--- config.mk ---
export PLATFORM = sky130hd
export DESIGN_NAME = seq_array_multiplier
export DESIGN_NICKNAME = d
export VERILOG_FILES = /design/src/rtl/seq_mult_pkg.sv /design/src/rtl/mult_add_row.sv /design/src/rtl/seq_array_multiplier.sv
export SDC_FILE = /design/constraint.sdc
export NUM_CORES = 1
export LEC_CHECK = 0
export BUFFER_PORTS_ARGS = -buffer_cell sky130_fd_sc_hd__buf_2
export CAP_MARGIN = 10
export CORE_ASPECT_RATIO = 1.2
export CORE_MARGIN = 3
export CORE_UTILIZATION = 30
export CTS_CLUSTER_SIZE = 28
export DETAILED_ROUTE_END_ITERATION = 6
export MAX_ROUTING_LAYER = met4
export PLACE_DENSITY = 0.44
export SYNTH_ARGS = -nofsm -noshare
export SYNTH_HDL_FRONTEND = slang
export SYNTH_SLANG_ARGS = --single-unit
--- constraint.sdc ---
create_clock -name i_clk -period 3.9 [get_ports i_clk]
set_input_delay 0.195 -clock i_clk [delete_from_list [all_inputs] [get_ports i_clk]]
set_output_delay 0.195 -clock i_clk [all_outputs]
set_load 0.05 [all_outputs]
--- src/rtl/seq_mult_pkg.sv ---
// Shared types and constants for the sequential shift-add multiplier.
package seq_mult_pkg;

  typedef enum logic [1:0] {
    StIdle,
    StRun,
    StFix
  } state_e;

  localparam int unsigned WidthMin = 2;
  localparam int unsigned WidthMax = 16;

  // Bits needed to index one multiplier bit, never less than one.
  function automatic int unsigned cnt_width(input int unsigned width);
    return (width <= 2) ? 1 : $clog2(width);
  endfunction

endpackage

--- src/rtl/mult_add_row.sv ---
// One conditional-add row: partial-product AND gates feeding a ripple full-adder chain.
module mult_add_row #(
  parameter int unsigned WIDTH = 4
) (
  input  logic [WIDTH-1:0] i_acc_hi,
  input  logic [WIDTH-1:0] i_mag_a,
  input  logic             i_b_bit,
  output logic [WIDTH-1:0] o_sum,
  output logic             o_carry
);

  logic [WIDTH-1:0] w_pp;
  logic [WIDTH:0]   w_c;

  assign w_pp   = i_mag_a & {WIDTH{i_b_bit}};
  assign w_c[0] = 1'b0;

  for (genvar i = 0; i < WIDTH; i++) begin : g_fa
    assign o_sum[i]  = i_acc_hi[i] ^ w_pp[i] ^ w_c[i];
    assign w_c[i+1]  = (i_acc_hi[i] & w_pp[i]) | (w_c[i] & (i_acc_hi[i] ^ w_pp[i]));
  end

  assign o_carry = w_c[WIDTH];

endmodule

--- src/rtl/seq_array_multiplier.sv ---
// Sequential shift-add multiplier, unsigned or two's-complement, one adder row per clock.
module seq_array_multiplier
  import seq_mult_pkg::*;
#(
  parameter int unsigned WIDTH = 4
) (
  input  logic               i_clk,
  input  logic               i_rst_n,
  input  logic               i_ena,
  input  logic               i_start,
  input  logic               i_signed_mode,
  input  logic [WIDTH-1:0]   i_op_a,
  input  logic [WIDTH-1:0]   i_op_b,
  output logic               o_busy,
  output logic               o_done,
  output logic [2*WIDTH-1:0] o_product
);

  localparam int unsigned CntW = cnt_width(WIDTH);
  localparam logic [CntW-1:0] LastCnt = CntW'(WIDTH - 1);

  if (WIDTH < WidthMin || WIDTH > WidthMax) begin : g_bad_width
    $error("seq_array_multiplier: WIDTH out of range");
  end

  state_e               r_state, r_state_d;
  logic [WIDTH-1:0]     r_mag_a, r_mag_a_d;
  logic [WIDTH-1:0]     r_mag_b, r_mag_b_d;
  logic                 r_neg, r_neg_d;
  logic [2*WIDTH-1:0]   r_acc, r_acc_d;
  logic [CntW-1:0]      r_count, r_count_d;
  logic                 r_busy, r_busy_d;
  logic                 r_done, r_done_d;
  logic [2*WIDTH-1:0]   r_product, r_product_d;

  logic [WIDTH-1:0]     w_abs_a, w_abs_b;
  logic [WIDTH-1:0]     w_sum;
  logic                 w_carry;
  logic [2*WIDTH-1:0]   w_acc_step;

  // Most negative operand wraps to 2^(WIDTH-1), which is the correct magnitude.
  assign w_abs_a = (i_signed_mode && i_op_a[WIDTH-1]) ? -i_op_a : i_op_a;
  assign w_abs_b = (i_signed_mode && i_op_b[WIDTH-1]) ? -i_op_b : i_op_b;

  mult_add_row #(
    .WIDTH (WIDTH)
  ) u_row (
    .i_acc_hi (r_acc[2*WIDTH-1:WIDTH]),
    .i_mag_a  (r_mag_a),
    .i_b_bit  (r_mag_b[r_count]),
    .o_sum    (w_sum),
    .o_carry  (w_carry)
  );

  // Right-shifting accumulator: adding into the top half then shifting equals adding mag_a<<count.
  assign w_acc_step = {w_carry, w_sum, r_acc[WIDTH-1:1]};

  always_comb begin
    r_state_d   = r_state;
    r_mag_a_d   = r_mag_a;
    r_mag_b_d   = r_mag_b;
    r_neg_d     = r_neg;
    r_acc_d     = r_acc;
    r_count_d   = r_count;
    r_busy_d    = r_busy;
    r_done_d    = 1'b0;
    r_product_d = r_product;
    unique case (r_state)
      StIdle: begin
        if (i_start) begin
          r_mag_a_d = w_abs_a;
          r_mag_b_d = w_abs_b;
          r_neg_d   = i_signed_mode & (i_op_a[WIDTH-1] ^ i_op_b[WIDTH-1]);
          r_acc_d   = '0;
          r_count_d = '0;
          r_busy_d  = 1'b1;
          r_state_d = StRun;
        end
      end
      StRun: begin
        r_acc_d   = w_acc_step;
        r_count_d = r_count + CntW'(1);
        if (r_count == LastCnt) begin
          r_state_d = StFix;
        end
      end
      StFix: begin
        r_product_d = r_neg ? -r_acc : r_acc;
        r_done_d    = 1'b1;
        r_busy_d    = 1'b0;
        r_state_d   = StIdle;
      end
      default: r_state_d = StIdle;
    endcase
  end

  always_ff @(posedge i_clk or negedge i_rst_n) begin
    if (!i_rst_n) begin
      r_state   <= StIdle;
      r_mag_a   <= '0;
      r_mag_b   <= '0;
      r_neg     <= 1'b0;
      r_acc     <= '0;
      r_count   <= '0;
      r_busy    <= 1'b0;
      r_done    <= 1'b0;
      r_product <= '0;
    end else if (i_ena) begin
      r_state   <= r_state_d;
      r_mag_a   <= r_mag_a_d;
      r_mag_b   <= r_mag_b_d;
      r_neg     <= r_neg_d;
      r_acc     <= r_acc_d;
      r_count   <= r_count_d;
      r_busy    <= r_busy_d;
      r_done    <= r_done_d;
      r_product <= r_product_d;
    end
  end

  assign o_busy    = r_busy;
  assign o_done    = r_done;
  assign o_product = r_product;

endmodule

==> results.ini, run 1 <==
[drt]
ant_nets = 0
drc_errors = 0
vias_per_cell = 4.79
routed_wirelength_um = 3030
drt_pass1_iterations = 4
wl_per_cell_um = 12.7
drt_iter0_drc = 41
vias = 1140

[cts]
cts.sinks = 31
numCtsBuffers = 5
clk_latency_ns = 0.28
cts_tree = done
cts_max_level = 2
clk_path_buf_depth = 2
holdBufCountCts = 1
path_clk_slew_ns = 0.07
root_buffer = clkbuf_8
post-cts-setup-buffers = 0
post_cts_resized = 0

[finish]
nets = 198
fin_area_um2 = 1850
antenna_cells = 0
regArea_um2 = 776
final_util_pct = 37.1
syn_to_final_growth_pct = 18.0
layout_commonest_cell = dfrtp_1
multi_input_area_um2 = 706
drive_above_1_share_pct = 21.9
final_cell_mix = 31 x dfrtp_1, 22 x buf_2, 18 x nand2_1, 18 x o21ai_0, 17 x inv_1
fillers = 519

[logic_synthesis]
synth-seq-area-share_pct = 49.5
synthArstFlopShare_pct = 100
synth_edf_count = 0
synth.area.top_cells = dfrtp_1 50%, o21ai_0 5.8%, nand2_1 4.3%, inv_1 4.1%, ha_1 4.0%
synth.distinct_cells = 31
synth_top_cell_by_area = dfrtp_1
synthFlopType = dfrtp_1
postSynthCellCount = 151
yosys_register_bits = 31
synth_nets = 172
synth_top_area_share_pct = 49.5
netlist_area_um2 = 1570
synth_area_per_cell_um2 = 10.4
yosysWarnings = 0

[die]
dieArea_um2 = 6130
core_area_um2 = 4970
start_util_pct = 31.5
die_y_um = 85.2
num_io_pins = 23
dieWidth_um = 72.0
row_count = 28

[setup_path]
slowest_delay_ns = 0.56
crit_type = flop to flop
r2r_setup_slack_ns = 1.24
crit_chain = mux4_2 -> and2_1 -> ha_1 -> inv_1 -> fa_1 -> inv_1 -> fa_1 -> inv_1 -> fa_1 -> o21ai_0
cp-end-kind = flop
critPathMaxFanout = 4
cp.required_ns = 4.10
cp_num_buf_inv = 3
slowest_stage = mux4_2
cp-start-kind = flop
crit_cells = 10
reg2reg_depth = 10
cp_data_arrival_time_ns = 2.86
crit_family = adder cells
reg2reg_to = r_acc[6]
startpoint = r_count[0]
reg2reg_from = r_count[0]

[power]
total_power_mw = 1.39
p_leak_nw = 0.870
powerDensity_nw_per_um2 = 750
max-vdd-ir-drop_uv = 243

[timing]
drv_slew = 0
fin_crit_ns = 2.66
grt_setup_unrepaired = false
max_slew.worst_pin.slew_ns = 0.685
skew_ns = 0.00320
final-hold-violation-count = 0
setup_tns_ns = 0
timing.fmax_mhz = 376
finalCritPeriodShare_pct = 68.2
timing.hold.ws_ns = 0.177
max_slew_margin_pct = 54.3
setup_viol = 0

[grt]
grt.total_usage_pct = 11.9
grt_pass1_wl_um = 5480
grt-ovfl-total = 0
grt_pass1_vias = 1211
antenna_found_initial = 0
grt_start_max_net_pins = 32

[placed_design]
io_buffer_count = 22
dp_hpwl_um = 2290
gp_congestion = 0.794
placed_area_um2 = 1740

[worst_hold_path]
min_delay_path_depth = 2
worstHoldStart = i_op_a[0]
min_path_type = primary input to flop
holdPathEnd = r_mag_a[0]

[job]
drv_cap = 0

[outcome]
status = finished, final reports clean

report_power, final:
part           total (mW)  switching, mW  internal [mW]
combinational       0.554          0.327          0.227
sequential          0.553          0.111          0.441
clock               0.280          0.119          0.161
total                1.39          0.558          0.829
cell families (layout without fill, tap and decap cells):
logic type / Yosys count / count (layout) / share of synthesized area [%]
multiplexers: 6 / 6 / 4.79
XOR/XNOR: 9 / 9 / 5.03
flip-flops: 31 / 31 / 49.5
AO/OA/AOI/OAI: 37 / 37 / 15.7
buffers and inverters: 22 / 49 / 5.83
adder cells (fa/ha/maj): 8 / 8 / 7.83
AND/OR/NAND/NOR: 38 / 38 / 11.3
worst reg2reg max path, delay by kind of cell, from the launching register on:
kind                       cells  cell delay (ns)
adders and majority gates      4             1.07
muxes                          1             0.56
DFF                            1             0.42
buffers and inverters          3             0.19
and+or+nand+nor                1             0.18
AOI/OAI and AO/OA              1             0.15
metal layers:
| metal | share of wire [%] | vias up | routed length (um) | global-route usage, % |
|---|---|---|---|---|
| met5 | 0 | - | 0 | - |
| met4 | 1.8 | 0 | 55 | 5.13 |
| met3 | 6.0 | 5 | 183 | 4.03 |
| met2 | 50 | 26 | 1520 | 19.7 |
| met1 | 42 | 551 | 1270 | 13.0 |
| li1 | - | 558 | - | - |
sequential cells by signal, summed over array words and instances, names as in the netlist:
register	count
o_busy	1
r_neg	1
r_count	2
o_product	8
o_done	1
r_acc	8
r_mag_b	4
r_state	2
r_mag_a	4
synth_stat cells, types with 2 or more instances:
cell,n
o21ai_0,18
dfrtp_1,31
ha_1,5
xnor2_1,6
a22o_2,2
and2_1,2
nor2_1,9
nand2_1,18
clkbuf_1,3
inv_1,17
xor2_1,3
mux2_2,2
a21oi_1,5
nand3_1,4
o31ai_1,3
a22o_1,3
a21o_1,2
fa_1,3
mux2i_1,3
metrics by stage:
| step | instances | worst slack [ns] |
|---|---|---|
| after global placement | 229 | 1.29 |
| after CTS | 238 | 1.20 |
| final | 238 | 1.24 |
| after global routing | 238 | 1.04 |
| after floorplan | 151 | 1.39 |
| after detailed placement | 229 | 1.23 |
worst max path at each step:
stage | endpoint | slack, ns
after floorplan | r_acc[6] | 1.39
after global placement | r_acc[6] | 1.29
after detailed placement | r_acc[6] | 1.23
after CTS | r_acc[6] | 1.20
after global routing | r_acc[6] | 1.04
final | r_acc[6] | 1.24
layout make-up:
class / count / share of cell area, %
clock buffers: 8 / 5.42
inverters: 17 / 3.45
multi-input cells: 98 / 38.2
flip-flops and latches: 31 / 42.0
well taps: 60 / 4.06
repair buffers: 24 / 6.91
Note: power is estimated with default switching activity, not from simulation.
==> inputs of run 2 (changes only) <==
--- a/config.mk
+++ b/config.mk
@@ -13,7 +13,7 @@
 export CTS_CLUSTER_SIZE = 28
 export DETAILED_ROUTE_END_ITERATION = 6
 export MAX_ROUTING_LAYER = met4
-export PLACE_DENSITY = 0.44
+export PLACE_DENSITY = 0.46
 export SYNTH_ARGS = -nofsm -noshare
 export SYNTH_HDL_FRONTEND = slang
 export SYNTH_SLANG_ARGS = --single-unit
==> constraint.sdc (replaced) <==
create_clock -name i_clk -period 2.3 [get_ports i_clk]
set_input_delay 0.115 -clock i_clk [delete_from_list [all_inputs] [get_ports i_clk]]
set_output_delay 0.115 -clock i_clk [all_outputs]
set_load 0.05 [all_outputs]
==> run 2 against run 1 <==
  * The flow now finishes with violations (negative setup slack)
  * Clock skew grew 0.0055 ns
  * Highest routed layer unchanged
  * Register-to-register slack lost 1.4 ns
  * Worst setup slack lost 1.4 ns
  * Critical path depth is the same
  * Count of clock-buffer cells in the layout shrank 1
  * Final cell count grew 2.1%
  * Non-clock buffer count grew 5
  * Sequential share of layout area shrank 0.86 points
  * Combinational power grew 90%
==> results.ini, run 2 (same netlist as run 1, synthesis figures left out) <==
[setup_path]
r2r_setup_slack_ns = -0.18
critPathMaxFanout = 2
crit_path_end = r_acc[6]
reg2reg_depth = 10
crit_type = flop to flop
slowest_stage = mux4_2
crit_chain = mux4_2 -> and2_4 -> ha_4 -> inv_2 -> fa_2 -> inv_2 -> fa_2 -> inv_2 -> fa_1 -> o21ai_1
crit_cells = 10
cp_common_cell = inv_2
crit_family = adder cells
cp.required_ns = 2.50
reg2reg_to = r_acc[6]
cp_num_buf_inv = 3
slowest_delay_ns = 0.52
reg2reg_from = r_count[0]
cp_data_arrival_time_ns = 2.69
cp-end-kind = flop
cp-start-kind = flop
startpoint = r_count[0]

[drt]
wl_per_cell_um = 12.6
drt_iter0_drc = 39
vias = 1135
routed_wirelength_um = 3050
drt_pass1_iterations = 4
ant_nets = 0
drc_errors = 0
vias_per_cell = 4.67

[finish]
drive_above_1_share_pct = 27.3
final_util_pct = 37.9
antenna_cells = 0
layout_commonest_cell = dfrtp_1
multi_input_area_um2 = 726
regArea_um2 = 776
nets = 203
fillers = 519
final_cell_mix = 31 x dfrtp_1, 22 x buf_2, 18 x nand2_1
syn_to_final_growth_pct = 20.4

[timing]
max_slew.worst_pin.slew_ns = 0.711
drv_slew = 0
timing.fmax_mhz = 403
setup_viol = 1
skew_ns = 0.00869
final-hold-violation-count = 0
layout_setup_ws_ns = -0.183
grt_setup_unrepaired = true
finalCritPeriodShare_pct = 108
fin_crit_ns = 2.48
timing.hold.ws_ns = 0.0920
max_slew_margin_pct = 52.4

[placed_design]
dp_hpwl_um = 2290
io_buffer_count = 22
gp_congestion = 0.820

[die]
num_io_pins = 23
die_y_um = 85.2
core_area_um2 = 4970
dieArea_um2 = 6130
dieWidth_um = 72.0
row_count = 28
start_util_pct = 31.5

[power]
total_power_mw = 2.39
p_leak_nw = 0.882
powerDensity_nw_per_um2 = 1270
max-vdd-ir-drop_uv = 370

[cts]
path_clk_slew_ns = 0.07
root_buffer = clkbuf_8
cts_tree = done
cts.sinks = 31
clk_path_buf_depth = 2
numCtsBuffers = 5
clk_latency_ns = 0.28
post-cts-setup-buffers = 0
cts_max_level = 2

[grt]
grt_start_max_net_pins = 32
antenna_found_initial = 0
grt-ovfl-total = 0
grt_pass1_wl_um = 5440
grt.total_usage_pct = 11.8
grt_pass1_vias = 1155

[outcome]
violations = negative setup slack
status = finished, violations left

[job]
drv_cap = 0

[worst_hold_path]
min_path_type = primary input to flop
min_delay_path_depth = 2

## run 2: final cells by class
cell class | instances | share of cell area (%)
inverter | 17 | 3.38
multi-input combinational | 98 | 38.5
tap | 60 | 3.98
clock inverter | 1 | 0.265
sequential | 31 | 41.1
timing repair buffer | 29 | 8.75
clock buffer | 7 | 4.05
## run 2: what timing repair did
action	in CTS	in global routing
endpoints found under the hold margin	31	0
pin swaps	0	3
resized for setup	1	8
hold buffers	1	0
endpoints found under the setup margin	2	3
## run 2: where the power goes
part,switching [mW],internal [mW]
sequential,0.183,0.749
combinational,0.586,0.465
clock,0.194,0.212
## run 2: worst min path at each step
| stage | from | end | slack (ns) |
|---|---|---|---|
| after floorplan | i_rst_n | o_busy | -0.18 |
| after global placement | i_rst_n | o_busy | 0.20 |
| after detailed placement | i_rst_n | o_busy | 0.21 |
| after CTS | i_ena | r_state[1] | 0.08 |
| after global routing | i_op_b[0] | r_mag_b[0] | 0.1 |
| final | i_ena | r_state[1] | 0.09 |
## run 2: metal layers
layer	up-vias	wire length, um	track usage (%)
li1	572	-	-
met1	531	1360	13.8
met2	27	1470	18.3
met3	5	169	4.03
met4	0	46	5.13
met5	-	0	-
## run 2: through the flow
step	setup WS, ns	cells	instance area, um^2	setup TNS, ns
after floorplan	-0.153	151	1570	-0.153
after global placement	-0.167	234	1780	-0.167
after detailed placement	-0.228	234	1780	-0.228
after CTS	-0.252	243	1870	-0.271
after global routing	-0.338	243	1890	-0.394
final	-0.183	243	1890	-0.183
==> inputs of run 3 (changes only) <==
--- a/config.mk
+++ b/config.mk
@@ -10,6 +10,7 @@
 export CORE_ASPECT_RATIO = 1.2
 export CORE_MARGIN = 3
 export CORE_UTILIZATION = 30
+export CTS_BUF_LIST = sky130_fd_sc_hd__clkbuf_16
 export CTS_CLUSTER_SIZE = 28
 export DETAILED_ROUTE_END_ITERATION = 6
 export MAX_ROUTING_LAYER = met4
==> run 3 against run 2 <==
  * The flow still finishes with violations (negative setup slack)
  * Via count up 0.35%
  * Register-to-register slack about the same
  * Non-clock buffer count unchanged
  * Combinational power about the same
  * First-iteration DRC count down 18%
==> results.ini, run 3 (same netlist as run 1, synthesis figures left out) <==
[outcome]
status = finished, violations left
violations = negative setup slack

[timing]
fin_crit_ns = 2.48
final-hold-violation-count = 0
layout_setup_ws_ns = -0.177
setup_viol = 1
finalCritPeriodShare_pct = 108
grt_setup_unrepaired = true
max_slew_margin_pct = 53.0
skew_ns = 0.00457
max_slew.worst_pin.slew_ns = 0.702
drv_slew = 0
timing.fmax_mhz = 404

[cts]
numCtsBuffers = 5
cts_max_level = 2
cts.sinks = 31
post-cts-setup-buffers = 0
cts_tree = done
root_buffer = clkbuf_16
clk_path_buf_depth = 2
path_clk_slew_ns = 0.05
clk_latency_ns = 0.27

[grt]
grt_use_met2_pct = 18.5
antenna_found_initial = 0
grt_pass1_vias = 1172
grt-ovfl-total = 0
grt_use_met3_pct = 2.61
grt-busiest-layer = met2
grt_start_max_net_pins = 32
grt.total_usage_pct = 11.5
grt_pass1_wl_um = 5420
grt_use_met1_pct = 13.7

[drt]
drc_errors = 0
vias_per_cell = 4.69
wl_per_cell_um = 12.6
drt_pass1_iterations = 4
vias = 1139
drt_iter0_drc = 32
ant_nets = 0
routed_wirelength_um = 3050

[job]
drv_cap = 0

[finish]
layout_commonest_cell = dfrtp_1
fillers = 516
antenna_cells = 0
syn_to_final_growth_pct = 24.0
fin_area_um2 = 1940
finalNonFillerCells = 243
drive_above_1_share_pct = 27.3
final_util_pct = 39.1
nets = 203
final_cell_mix = 31 x dfrtp_1, 22 x buf_2, 18 x nand2_1

[power]
p_leak_nw = 0.916
max-vdd-ir-drop_uv = 403
p_sw_mw = 0.984
p_clk_share_pct = 23.2
power.internal_mw = 1.61
p_comb_share_pct = 40.8
swShare_pct = 38.0
total_power_mw = 2.59
p_seq_share_pct = 36.0
powerDensity_nw_per_um2 = 1330

[die]
core_area_um2 = 4970
row_count = 28
die_y_um = 85.2
num_io_pins = 23
dieArea_um2 = 6130
dieWidth_um = 72.0
start_util_pct = 31.5

[setup_path]
reg2reg_depth = 10
critPathMaxFanout = 2
cp_data_arrival_time_ns = 2.67
cp.required_ns = 2.49
slowest_delay_ns = 0.52
crit_chain = mux4_2 -> and2_4 -> ha_4 -> inv_2 -> fa_2 -> inv_2 -> fa_2 -> inv_2 -> fa_1 -> o21ai_1
cp-start-kind = flop
cp-end-kind = flop
startpoint = r_count[0]
crit_type = flop to flop
reg2reg_from = r_count[0]
cp_common_cell = inv_2
slowest_stage = mux4_2

[placed_design]
gp_congestion = 0.820
io_buffer_count = 22
placed_area_um2 = 1780
place_inst = 234
dp_hpwl_um = 2290

[worst_hold_path]
min_delay_path_depth = 2
min_path_type = primary input to flop
worstHoldStart = i_ena

-- run 3: changes by cell type in the layout (fill, tap and decap cells not counted), sizes merged --
cell and change:
clkbuf -2, inv +2
-- run 3: layout make-up --
class                   instances  area, um^2  share of cell area (%)
multi-input cells              98         726                    37.3
clock buffers                   5         125                    6.44
inverters                      17        63.8                    3.28
well taps                      60        75.1                    3.86
clock inverters                 3        12.5                   0.644
flip-flops and latches         31         776                    39.9
repair buffers                 29         165                    8.50
-- run 3: worst paths after layout --
| check | to | slack [ns] |
|---|---|---|
| worst min register to register | o_busy | 0.47 |
| max in group asynchronous | r_acc[7] | 1.44 |
| worst max-delay path | r_acc[6] | -0.18 |
| worst min-delay path | r_state[1] | 0.10 |
| min in group asynchronous | r_state[0] | 0.42 |
| worst max register to register | r_acc[6] | -0.18 |
-- run 3: through the flow --
stage / setup slack [ns] / setup TNS, ns / hold WS, ns
2_1_floorplan: -0.153 / -0.153 / -0.181
3_3_place_gp: -0.167 / -0.167 / 0.196
3_5_place_dp: -0.228 / -0.228 / 0.208
4_1_cts: -0.247 / -0.261 / 0.100
5_1_grt: -0.340 / -0.394 / 0.123
6_report: -0.177 / -0.177 / 0.103
-- run 3: critical path, delay by kind of cell, from the launching register on --
family | cells | cell delay (ns)
AOI/OAI and AO/OA | 1 | 0.15
adders and majority gates | 4 | 1.06
buffers and inverters | 3 | 0.15
DFF | 1 | 0.37
muxes | 1 | 0.52
and+or+nand+nor | 1 | 0.16
-- run 3: power by group through the flow --
stage,clock (mW),combinational [mW],sequential [mW]
after floorplan,0,0.583,1.08
after CTS,0.624,1.05,0.935
after global placement,0,1.02,0.927
after global routing,0.650,1.20,0.964
after detailed placement,0,1.03,0.943
final,0.602,1.06,0.933
-- run 3: what timing repair did --
action	4_1_cts	5_1_grt
gates resized for setup	1	8
pin swaps	0	3
endpoints found under the hold margin	31	0
endpoints found under the setup margin	2	3
hold buffers	1	0
-- run 3: metal layers --
layer | part of all wire, % | vias to the layer above
met4 | 1.8 | 0
met5 | 0 | -
li1 | - | 572
met1 | 44 | 536
met3 | 4.9 | 5
met2 | 49 | 26
